--- src/rtl/mstore_pingpong.sv ---
// mstore_pingpong: double-buffered per-sample metadata store for the FFT datapath.
// Tags arrive one per input strobe and are grouped into frames of N. Each frame is
// replayed in natural or bit-reversed order while the next frame fills the other bank.
//
// Ports:
//   clk        clock; all state updates on the rising edge
//   rst        synchronous active-high reset
//   in_nd      a new tag is present on in_m
//   in_m       tag to store
//   in_ready   write side can accept a tag (fewer than two full banks)
//   in_read    consumer takes out_m this cycle; advances the read pointer
//   out_m      tag at the current read position (show-ahead, combinational)
//   out_valid  at least one full bank is available to read
//   out_first  out_valid and read index == 0
//   out_last   out_valid and read index == N-1
//   error      sticky protocol-violation flag (overflow or underflow)
module mstore_pingpong #(
   parameter int unsigned N      = 8,
   parameter int unsigned MWIDTH = 1,
   parameter bit          BITREV = 1'b0
) (
   input  logic              clk,
   input  logic              rst,
   input  logic              in_nd,
   input  logic [MWIDTH-1:0] in_m,
   output logic              in_ready,
   input  logic              in_read,
   output logic [MWIDTH-1:0] out_m,
   output logic              out_valid,
   output logic              out_first,
   output logic              out_last,
   output logic              error
);

   localparam int unsigned      LOG_N    = $clog2(N);
   localparam logic [LOG_N-1:0] LastAddr = LOG_N'(N - 1);

   // Storage: two banks, not reset.
   logic [MWIDTH-1:0] mem_q [2][N];

   logic             wr_bank_q, wr_bank_d;
   logic [LOG_N-1:0] wr_addr_q, wr_addr_d;
   logic             rd_bank_q, rd_bank_d;
   logic [LOG_N-1:0] rd_addr_q, rd_addr_d;
   logic [1:0]       full_cnt_q, full_cnt_d;
   logic             error_q, error_d;

   logic             wr_fire, wr_wrap;
   logic             rd_fire, rd_wrap;
   logic [LOG_N-1:0] ra;

   // Status derived from registered state only.
   assign in_ready  = (full_cnt_q != 2'd2);
   assign out_valid = (full_cnt_q != 2'd0);
   assign out_first = out_valid & (rd_addr_q == '0);
   assign out_last  = out_valid & (rd_addr_q == LastAddr);
   assign error     = error_q;

   assign wr_fire = in_nd & in_ready;
   assign wr_wrap = wr_fire & (wr_addr_q == LastAddr);
   assign rd_fire = in_read & out_valid;
   assign rd_wrap = rd_fire & (rd_addr_q == LastAddr);

   // Read address: optionally bit-reversed. Index 0 maps to 0 in either order.
   always_comb begin
      ra = rd_addr_q;
      if (BITREV) begin
         for (int i = 0; i < int'(LOG_N); i++) begin
            ra[i] = rd_addr_q[int'(LOG_N) - 1 - i];
         end
      end
   end

   // The read bank is always a full bank and the write bank never is, so the
   // same-cycle read and write never touch the same bank.
   assign out_m = mem_q[rd_bank_q][ra];

   always_comb begin
      wr_bank_d = wr_bank_q;
      wr_addr_d = wr_addr_q;
      if (wr_fire) begin
         if (wr_wrap) begin
            wr_addr_d = '0;
            wr_bank_d = ~wr_bank_q;
         end else begin
            wr_addr_d = wr_addr_q + LOG_N'(1);
         end
      end
   end

   always_comb begin
      rd_bank_d = rd_bank_q;
      rd_addr_d = rd_addr_q;
      if (rd_fire) begin
         if (rd_wrap) begin
            rd_addr_d = '0;
            rd_bank_d = ~rd_bank_q;
         end else begin
            rd_addr_d = rd_addr_q + LOG_N'(1);
         end
      end
   end

   // A frame completing on both sides in the same cycle leaves the count unchanged.
   always_comb begin
      full_cnt_d = full_cnt_q;
      case ({wr_wrap, rd_wrap})
         2'b10:   full_cnt_d = full_cnt_q + 2'd1;
         2'b01:   full_cnt_d = full_cnt_q - 2'd1;
         default: full_cnt_d = full_cnt_q;
      endcase
   end

   // Overflow and underflow both latch the flag; only reset clears it.
   always_comb begin
      error_d = error_q | (in_nd & ~in_ready) | (in_read & ~out_valid);
   end

   always_ff @(posedge clk) begin
      if (rst) begin
         wr_bank_q  <= 1'b0;
         wr_addr_q  <= '0;
         rd_bank_q  <= 1'b0;
         rd_addr_q  <= '0;
         full_cnt_q <= 2'd0;
         error_q    <= 1'b0;
      end else begin
         wr_bank_q  <= wr_bank_d;
         wr_addr_q  <= wr_addr_d;
         rd_bank_q  <= rd_bank_d;
         rd_addr_q  <= rd_addr_d;
         full_cnt_q <= full_cnt_d;
         error_q    <= error_d;
      end
   end

   // Dropped writes (overflow) never reach the array.
   always_ff @(posedge clk) begin
      if (wr_fire && !rst) begin
         mem_q[wr_bank_q][wr_addr_q] <= in_m;
      end
   end

endmodule

--- config.mk ---
export PLATFORM = sky130hd
export DESIGN_NAME = mstore_pingpong
export DESIGN_NICKNAME = d
export VERILOG_FILES = /design/src/rtl/mstore_pingpong.sv
export SDC_FILE = /design/constraint.sdc
export NUM_CORES = 1
export LEC_CHECK = 0
export ABC_AREA = 1
export BUFFER_PORTS_ARGS = -buffer_cell sky130_fd_sc_hd__buf_2
export CORE_ASPECT_RATIO = 0.75
export CORE_UTILIZATION = 60
export CTS_BUF_LIST = sky130_fd_sc_hd__clkbuf_4 sky130_fd_sc_hd__clkbuf_8
export CTS_CLUSTER_SIZE = 8
export DETAILED_ROUTE_END_ITERATION = 7
export PLACE_DENSITY = 0.79
export SYNTH_ARGS = -nofsm -noshare
export SYNTH_HDL_FRONTEND = slang
export SYNTH_SLANG_ARGS = --single-unit
export TNS_END_PERCENT = 5
--- constraint.sdc ---
create_clock -name clk -period 2.6 [get_ports clk]
set_input_delay 0.13 -clock clk [delete_from_list [all_inputs] [get_ports clk]]
set_output_delay 0.13 -clock clk [all_outputs]
set_load 0.02 [all_outputs]
* Yosys cells after proc, flatten, opt, wreduce, memory -nomap -nowiden *
Memory sizes are Yosys's and may differ from the RTL's. A register that Yosys moved wholly into a read port is not among the register bits.
Cells that the tools add are included.

operators by class
  $mul = 0
  eq/ne operators = 5
  mux-type cells = 12
  add/subtract/negate cells = 4
  reductions and logical operators = 8
  shift operators = 0
  bitwise operators = 16
  div/mod/pow operators = 0
  $lt $le $gt $ge = 3

operators by type and width
  operator             count
  $and 1x1->1          8
  $ge 4x4->1 const B   2
  $mux 8               1
  $not 3->4            2
  $add 3x1->3 const B  2
  $eq 3x3->1 const B   2
  $mux 1               6
  $mux 3               2
  $lt 4x1->1 const B   1
  $not 1->1            4
  $pmux 2 s2           1
  $reduce_and 2->1     2
  $reduce_bool 2->1    2
  $bmux 1 s3           1
  $demux 1 s3          1
  $logic_not 3->1      1
  $add 2x1->2 const B  1
  $eq 2x1->1 const B   1
  $eq 2x2->1 const B   1
  $logic_and 1x1->1    2
  $ne 2x2->1 const B   1
  $or 1x1->1           2
  $sub 2x1->2 const B  1
  $logic_not 1->1      1

storage, ports and cells
  memory bits (writable) = 16
  memories = 1
  flip-flop bits (word level) = 11
  output and inout port bits = 6
  logic and storage cells = 55
  latch bits = 0
  bits of input ports = 5
  bits in read-only memories = 0

memory list
  memory  depth  width  read ports  clocked after Yosys merged registers in  write ports  line  RTL
  mem_q   2      8      1           1                                        1            39    logic [MWIDTH-1:0] mem_q [2][N];

* Longest topological paths before layout *
Gate-level depths: netlist of the first run.

  depth after elaboration = 6
  depth in mapped cells = 11
  mapped depth without buffers = 11

* Least setup slack after synthesis of the first run *
Ideal clock, no wire load.

  path kind = register to register
  from = register rd_addr_q[0] (netlist: ra[0])
  to = register full_cnt_q[1]
  arrival time = 1.500 ns
  stages on the path, launching flop included = 10
  library setup time = 0.119 ns
  data required time = 2.481 ns
  setup slack = 0.980 ns
  clock period less this slack = 1.620 ns
  cell sequence = dfxtp_1 > ha_1 > ha_1 > nand2_4 > inv_1 > ha_1 > nor2_1 > nand2_1 > o21ai_0 > a21oi_1

between the ends
  cells in the longest elaborated chain, start to end = 4

RTL lines
  element                                                 line  RTL
  start, declared                                         44    logic [LOG_N-1:0] rd_addr_q, rd_addr_d;
  start signal, assigned                                  131   rd_addr_q <= rd_addr_d;
  $eq 3x3->1 (*)                                          62    assign rd_wrap = rd_fire & (rd_addr_q == LastAddr);
  $and 1x1->1 (*)                                         62
  $eq 2x1->1 / $eq 2x2->1 (equally long branches)         107   case ({wr_wrap, rd_wrap})
  $pmux 2 s2 / $reduce_bool 2->1 (equally long branches)  n/a
  end signal, assigned                                    132   full_cnt_q <= full_cnt_d;
  end, declared                                           45    logic [1:0] full_cnt_q, full_cnt_d;

Every way passes the cells marked *; elsewhere a longest branch is shown, timed or not.
A chain may end at the register's enable or synchronous reset.

* Worst setup path in the final report of the first run *
Ends and elaborated chain as after synthesis.

==> results of run 1 <==
==> sequential cells by signal, indices dropped and copies added (netlist names), named ones only <==
name,flops
ra,3
error,1
rd_bank_q,1
full_cnt_q,2
mem_q,16
wr_addr_q,3
wr_bank_q,1
==> where the power goes <==
group / total, uW / leakage (uW) / switching, uW / internal [uW]
combinational: 65.4 / 0.000447 / 45.1 / 20.3
sequential: 482 / 0.000242 / 7.71 / 475
clock: 171 / 0.0000138 / 117 / 54.3
total: 719 / 0.000703 / 170 / 549
==> area by class of cell <==
class | instances | area, um^2 | area share [%]
Sequential cell | 28 | 721 | 43.7
Timing Repair Buffer | 11 | 60.1 | 3.64
Tap cell | 34 | 42.5 | 2.58
Inverter | 30 | 116 | 7.05
Clock buffer | 3 | 22.5 | 1.36
Multi-Input combinational cell | 106 | 688 | 41.7
==> cells in the mapped netlist <==
master and count:
nand3_4 1, dfxtp_1 12, nand3_1 14, a21oi_2 1, nor2_1 12, xor2_2 1, buf_2 2, o21ai_0 4
nor2_4 1, inv_4 1, ha_1 6, nand2_1 32, inv_2 4, nand2_4 4, clkinv_2 1, nor2_8 1
inv_1 24, o21ai_1 1, nor3_2 18, a21oi_1 7, nand2_2 2, edfxtp_1 16, nor2_2 1
==> cells in the final DEF (no fill, tap or decap) <==
master and count:
a21oi_1 7, clkbuf_4 3, edfxtp_1 16, buf_2 10, nor2_2 1, inv_2 4
xor2_2 1, nor2_4 1, o21ai_1 1, inv_4 1, inv_1 24, ha_1 6
nand3_4 1, clkinv_2 1, nand2_2 2, dfxtp_1 12, dlygate4sd3_1 1, nand3_1 14
nand2_1 32, nand2_4 4, nor2_1 12, o21ai_0 4, a21oi_2 1, nor2_8 1
nor3_2 18
==> per-layer routing <==
| metal | vias to the layer above | track usage (%) | part of all wire, % |
|---|---|---|---|
| met5 | - | 0 | 0 |
| met2 | 15 | 31.4 | 45 |
| li1 | 563 | - | - |
| met4 | 0 | 6.36 | 0.96 |
| met3 | 4 | 5.97 | 3.4 |
| met1 | 488 | 28.4 | 51 |
==> stage by stage <==
| stage | hold slack [ns] | instances | area [um^2] |
|---|---|---|---|
| after floorplan | 0.199 | 166 | 1540 |
| after global placement | 0.359 | 208 | 1620 |
| after detailed placement | 0.355 | 208 | 1620 |
| after CTS | 0.0991 | 212 | 1650 |
| after global routing | 0.103 | 212 | 1650 |
| final | 0.0999 | 212 | 1650 |
==> critical path: stages (launching register included) <==
cell and delay (ns):
dfxtp_1 0.39, ha_1 0.22, ha_1 0.22, nand2_4 0.09, inv_1 0.05, ha_1 0.31, nor2_1 0.11, nand2_1 0.07
o21ai_0 0.15, a21oi_1 0.05
==> path summary, 6_finish.rpt <==
kind	from	end	slack (ns)	depth (start not counted)
max	ra[0]$_SDFFE_PP0P_	full_cnt_q[1]$_SDFFE_PP0P_	0.86	9
min	in_read	error$_SDFF_PP0_	0.1	5
max reg2reg	ra[0]$_SDFFE_PP0P_	full_cnt_q[1]$_SDFFE_PP0P_	0.86	9
min reg2reg	error$_SDFF_PP0_	error$_SDFF_PP0_	0.55	4
==> logic make-up after synthesis <==
kind of cell    Yosys count  synth area share [%]
simple gates             86                  34.4
buf+inv                  32                  8.23
flops                    28                  46.9
compound gates           13                  4.48
fa+ha+maj                 6                  4.89
xor+xnor                  1                  1.06
==> timing repair <==
item	in CTS	in global routing
buffers inserted	0	0
endpoints found under the setup margin	0	0
hold endpoints to repair	1	0
hold buffers	1	0
==> out/metrics.yaml, run 1 <==
status: "complete, no violations"
cts_buffers: 3
port_buffers: 10
grt_pass1_wl_mm: 4.11
fin_crit_sh_pct: 67.1
dp_slack_ns: 0.884
critPathMaxFanout: 7
drt_iter0_drc: 54
synth-seq-cells: 28
drive_gt1_share_pct: 27.5
avgSynthCellArea_um2: 9.25
finalSetupViolCount: 0
setup_tns_ns: 0
cp-end-kind: "flip-flop"
worstSetupPathType: "reg2reg"
power_density_nw_per_um2: 436
slew_headroom_pct: 64.7
vdd_ir_drop_max_mv: 0.398
die_x_um: 60.4
cp_data_required_time_ns: 2.83
worst_slack_ns: 0.857
cts_tree: "done"
ys_seq_area_share_pct: 46.9
clkTransAtPathRegs_ns: 0.13
synth_area_um2: 1540
wire_per_inst_um: 11.8
total_power_uw: 719
synthDistinctLibCells: 23
ant_nets: 0
antenna_found_initial: 0
final_max_slew_viol_count: 0
fill_cells: 188
power_leakage_uw: 0.000703
critPathArrivalTime_ns: 1.97
yosysTopAreaCell: "edfxtp_1"
syn_nets: 177
die_area_um2: 2770
htreeDepth: 1
grt.total_usage_pct: 20.6
synth_area_leaders: "edfxtp_1 31%, dfxtp_1 16%, nor3_2 12%"
rsz0062_at_grt: "no"
drt-total-wl_mm: 2.49
core-area_um2: 2360
fmaxAchievable_mhz: 574
die_y_um: 45.8
grt_pass1_vias: 987
clockBufferDepth: 2
final_nets: 191
root_buffer: "clkbuf_4"
tightest_slew_ns: 0.529
hp-class: "in2reg"
synth_top_area_share_pct: 31.3
via_per_inst: 5.05
post-route-util_pct: 69.8
fin_crit_ns: 1.74
hold_viol_final: 0
clk_latency_ns: 0.32
globalplace.congestion: 0.795
drc: 0
overflow: 0
yosys_warnings: 0
diodes: 0
num_vias: 1070
area_delta_synth_final_pct: 7.50
io-pin-count: 11
fin_skew_ns: 0.00243
std_cell_rows: 15
startpoint_type: "flip-flop"
dp_hpwl_mm: 1.95
start_util_pct: 64.9
grt_max_degree: 17
dr.pass1.iters: 4
synthCells: 166
cts_resized: 0
cts.sinks: 28
max-cap-violations: 0
No activity file was read; power rests on OpenSTA's default activity.
==> run 2: changes to the inputs <==
Clock period 2.6 ns to 1.8 ns, I/O delays scaled along.
==> out/metrics.yaml, run 2 (synthesized netlist as in run 1, its figures left out) <==
drc: 0  # unchanged
die_x_um: 60.4  # unchanged
die_area_um2: 2770  # unchanged
diodes: 0  # unchanged
fin_crit_sh_pct: 90.7
port_buffers: 10  # unchanged
hp-class: "in2reg"
via_per_inst: 5.11  # +1.2%
critPathBufInv: 2  # +1
grt_use_met3_pct: 5.97  # unchanged
power_density_nw_per_um2: 706  # +62%
crit_top_cell: "nand3_1"
hold_slack_ns: 0.0454  # -0.0545 ns
final_nets: 195  # +2.1%
cts_tree: "done"
power_leakage_uw: 0.000734  # +4.5%
final_cell_mix: "32 x nand2_1, 24 x inv_1, 18 x nor3_2"
drt-total-wl_mm: 2.65  # +6.3%
hold_viol_final: 0  # unchanged
drt_iter0_drc: 85  # +57%
globalplace.congestion: 0.756  # -5.0%
max_stage_delay_ns: 0.52  # +0.13 ns
use_met1_pct: 29.4  # +0.94 points
grt_pass1_wl_mm: 4.46  # +8.4%
crit_end: "out_m"
wire_per_inst_um: 12.2  # +3.8%
tightest_slew_ns: 0.294  # -0.235 ns
finalSetupViolCount: 0  # unchanged
antenna_found_initial: 0  # unchanged
r2r_slack_ns: 0.17  # -0.69 ns
largest_register_ffs: 16  # unchanged
final_max_slew_viol_count: 0  # unchanged
crit_slowest_cell: "dfxtp_1"
core-area_um2: 2360  # unchanged
final_cell_area_um2: 1710  # +3.9%
status: "complete, no violations"
layout.cells.most_common: "nand2_1"
dp_hpwl_mm: 2.06  # +5.2%
grt_max_degree: 17  # unchanged
setup_tns_ns: 0  # unchanged
grt_pass1_vias: 1033  # +4.7%
post_cts_buffers: 0  # unchanged
cp-end-kind: "primary output"
dpl_cell_area_um2: 1650  # +1.9%
std_cell_rows: 15  # unchanged
slew_headroom_pct: 80.4  # +16 points
worstSetupPathType: "reg2out"
critPathArrivalTime_ns: 1.54  # -0.43 ns
worstReg2RegEnd: "full_cnt_q[1]$_SDFFE_PP0P_"
overflow: 0  # unchanged
vdd_ir_drop_max_mv: 0.534  # +34%
cp_top_family: "flip-flops"
fmaxAchievable_mhz: 612
io-pin-count: 11  # unchanged
startpoint_type: "flip-flop"
dr.pass1.iters: 4  # unchanged
cts.sinks: 28  # unchanged
drive_gt1_share_pct: 30.6  # +3.1 points
fill_cells: 174  # -7.4%
area_delta_synth_final_pct: 11.7
ant_nets: 0  # unchanged
root_buffer: "clkbuf_4"
clockBufferDepth: 2  # unchanged
max-cap-violations: 0  # unchanged
critPathMaxFanout: 9  # +2
clk_latency_ns: 0.34  # +0.02 ns
cts_buffers: 3  # unchanged
num_vias: 1108  # +3.6%
htreeDepth: 1  # unchanged
gr-max-usage-layer: "met2"
met2_usage_pct: 37.8  # +6.4 points
fin_skew_ns: 0.00998  # +0.00754 ns
worst_r2r_path_depth: 9  # unchanged
top_register: "mem_q"
fin_crit_ns: 1.63
die_y_um: 45.8  # unchanged
rr_startpoint: "ra[1]$_SDFFE_PP0P_"
cp.depth: 7  # -2
total_power_uw: 1210  # +68%
start_util_pct: 64.9  # unchanged
grt.total_usage_pct: 22.5  # +1.9 points
min_from: "in_read"
cp_cell_sequence: "inv_2 -> nand2_1 -> nand3_1 -> nand3_1 -> nand3_1 -> nand2_1 -> buf_2"
rsz0062_at_grt: "no"
clkTransAtPathRegs_ns: 0.15  # +0.02 ns
cp_data_required_time_ns: 1.71  # -1.12 ns
==> run 2: final cells by class <==
cell class,count,area [um^2],share of cell area (%)
inverters,30,116,6.79
repair buffers,15,90.1,5.26
clock inverters,1,30.0,1.75
multi-input cells,106,691,40.3
flip-flops and latches,28,722,42.1
clock buffers,3,22.5,1.31
well taps,34,42.5,2.48
==> run 2: how the worst min path moves through the flow <==
| stage | to | slack [ns] | cells past startpoint |
|---|---|---|---|
| 3_3_place_gp | wr_bank_q$_SDFFE_PP0P_ | 0.32 | 2 |
| 2_1_floorplan | wr_bank_q$_SDFFE_PP0P_ | 0.16 | 1 |
| 3_5_place_dp | wr_bank_q$_SDFFE_PP0P_ | 0.32 | 2 |
| 5_1_grt | error$_SDFF_PP0_ | 0.06 | 5 |
| 4_1_cts | error$_SDFF_PP0_ | 0.03 | 5 |
| 6_report | error$_SDFF_PP0_ | 0.05 | 5 |
==> run 2: report_power, final <==
group	total [uW]	switching (uW)	leakage [uW]	internal (uW)
sequential	693	7.41	0.000242	686
clock	415	190	0.0000279	226
combinational	101	69.1	0.000464	31.9
==> run 2: what timing repair did <==
item	4_1_cts	5_1_grt
endpoints found under the hold margin	3	0
endpoints found under the setup margin	0	1
resized for setup	0	3
hold buffers	1	0
==> run 2: tightest hold or removal path, stage by stage <==
cell     delay, ns
buf_2         0.09
a21oi_1       0.06
nand2_1       0.05
nand2_1       0.04
inv_1         0.04
==> run 2: routing by layer <==
metal  share of wire, %  vias to the layer above
met2                 49                       23
li1                   -                      576
met4               0.76                        0
met3                3.9                        5
met1                 46                      504
met5                  0                        -
==> run 2: per-stage QoR <==
step | std cells | worst slack (ns) | util [%]
6_report | 217 | 0.167 | 72.5
5_1_grt | 217 | 0.0226 | 72.5
4_1_cts | 217 | 0.0924 | 72.3
3_5_place_dp | 212 | 0.112 | 69.7
3_3_place_gp | 212 | 0.168 | 69.7
2_1_floorplan | 166 | 0.180 | -
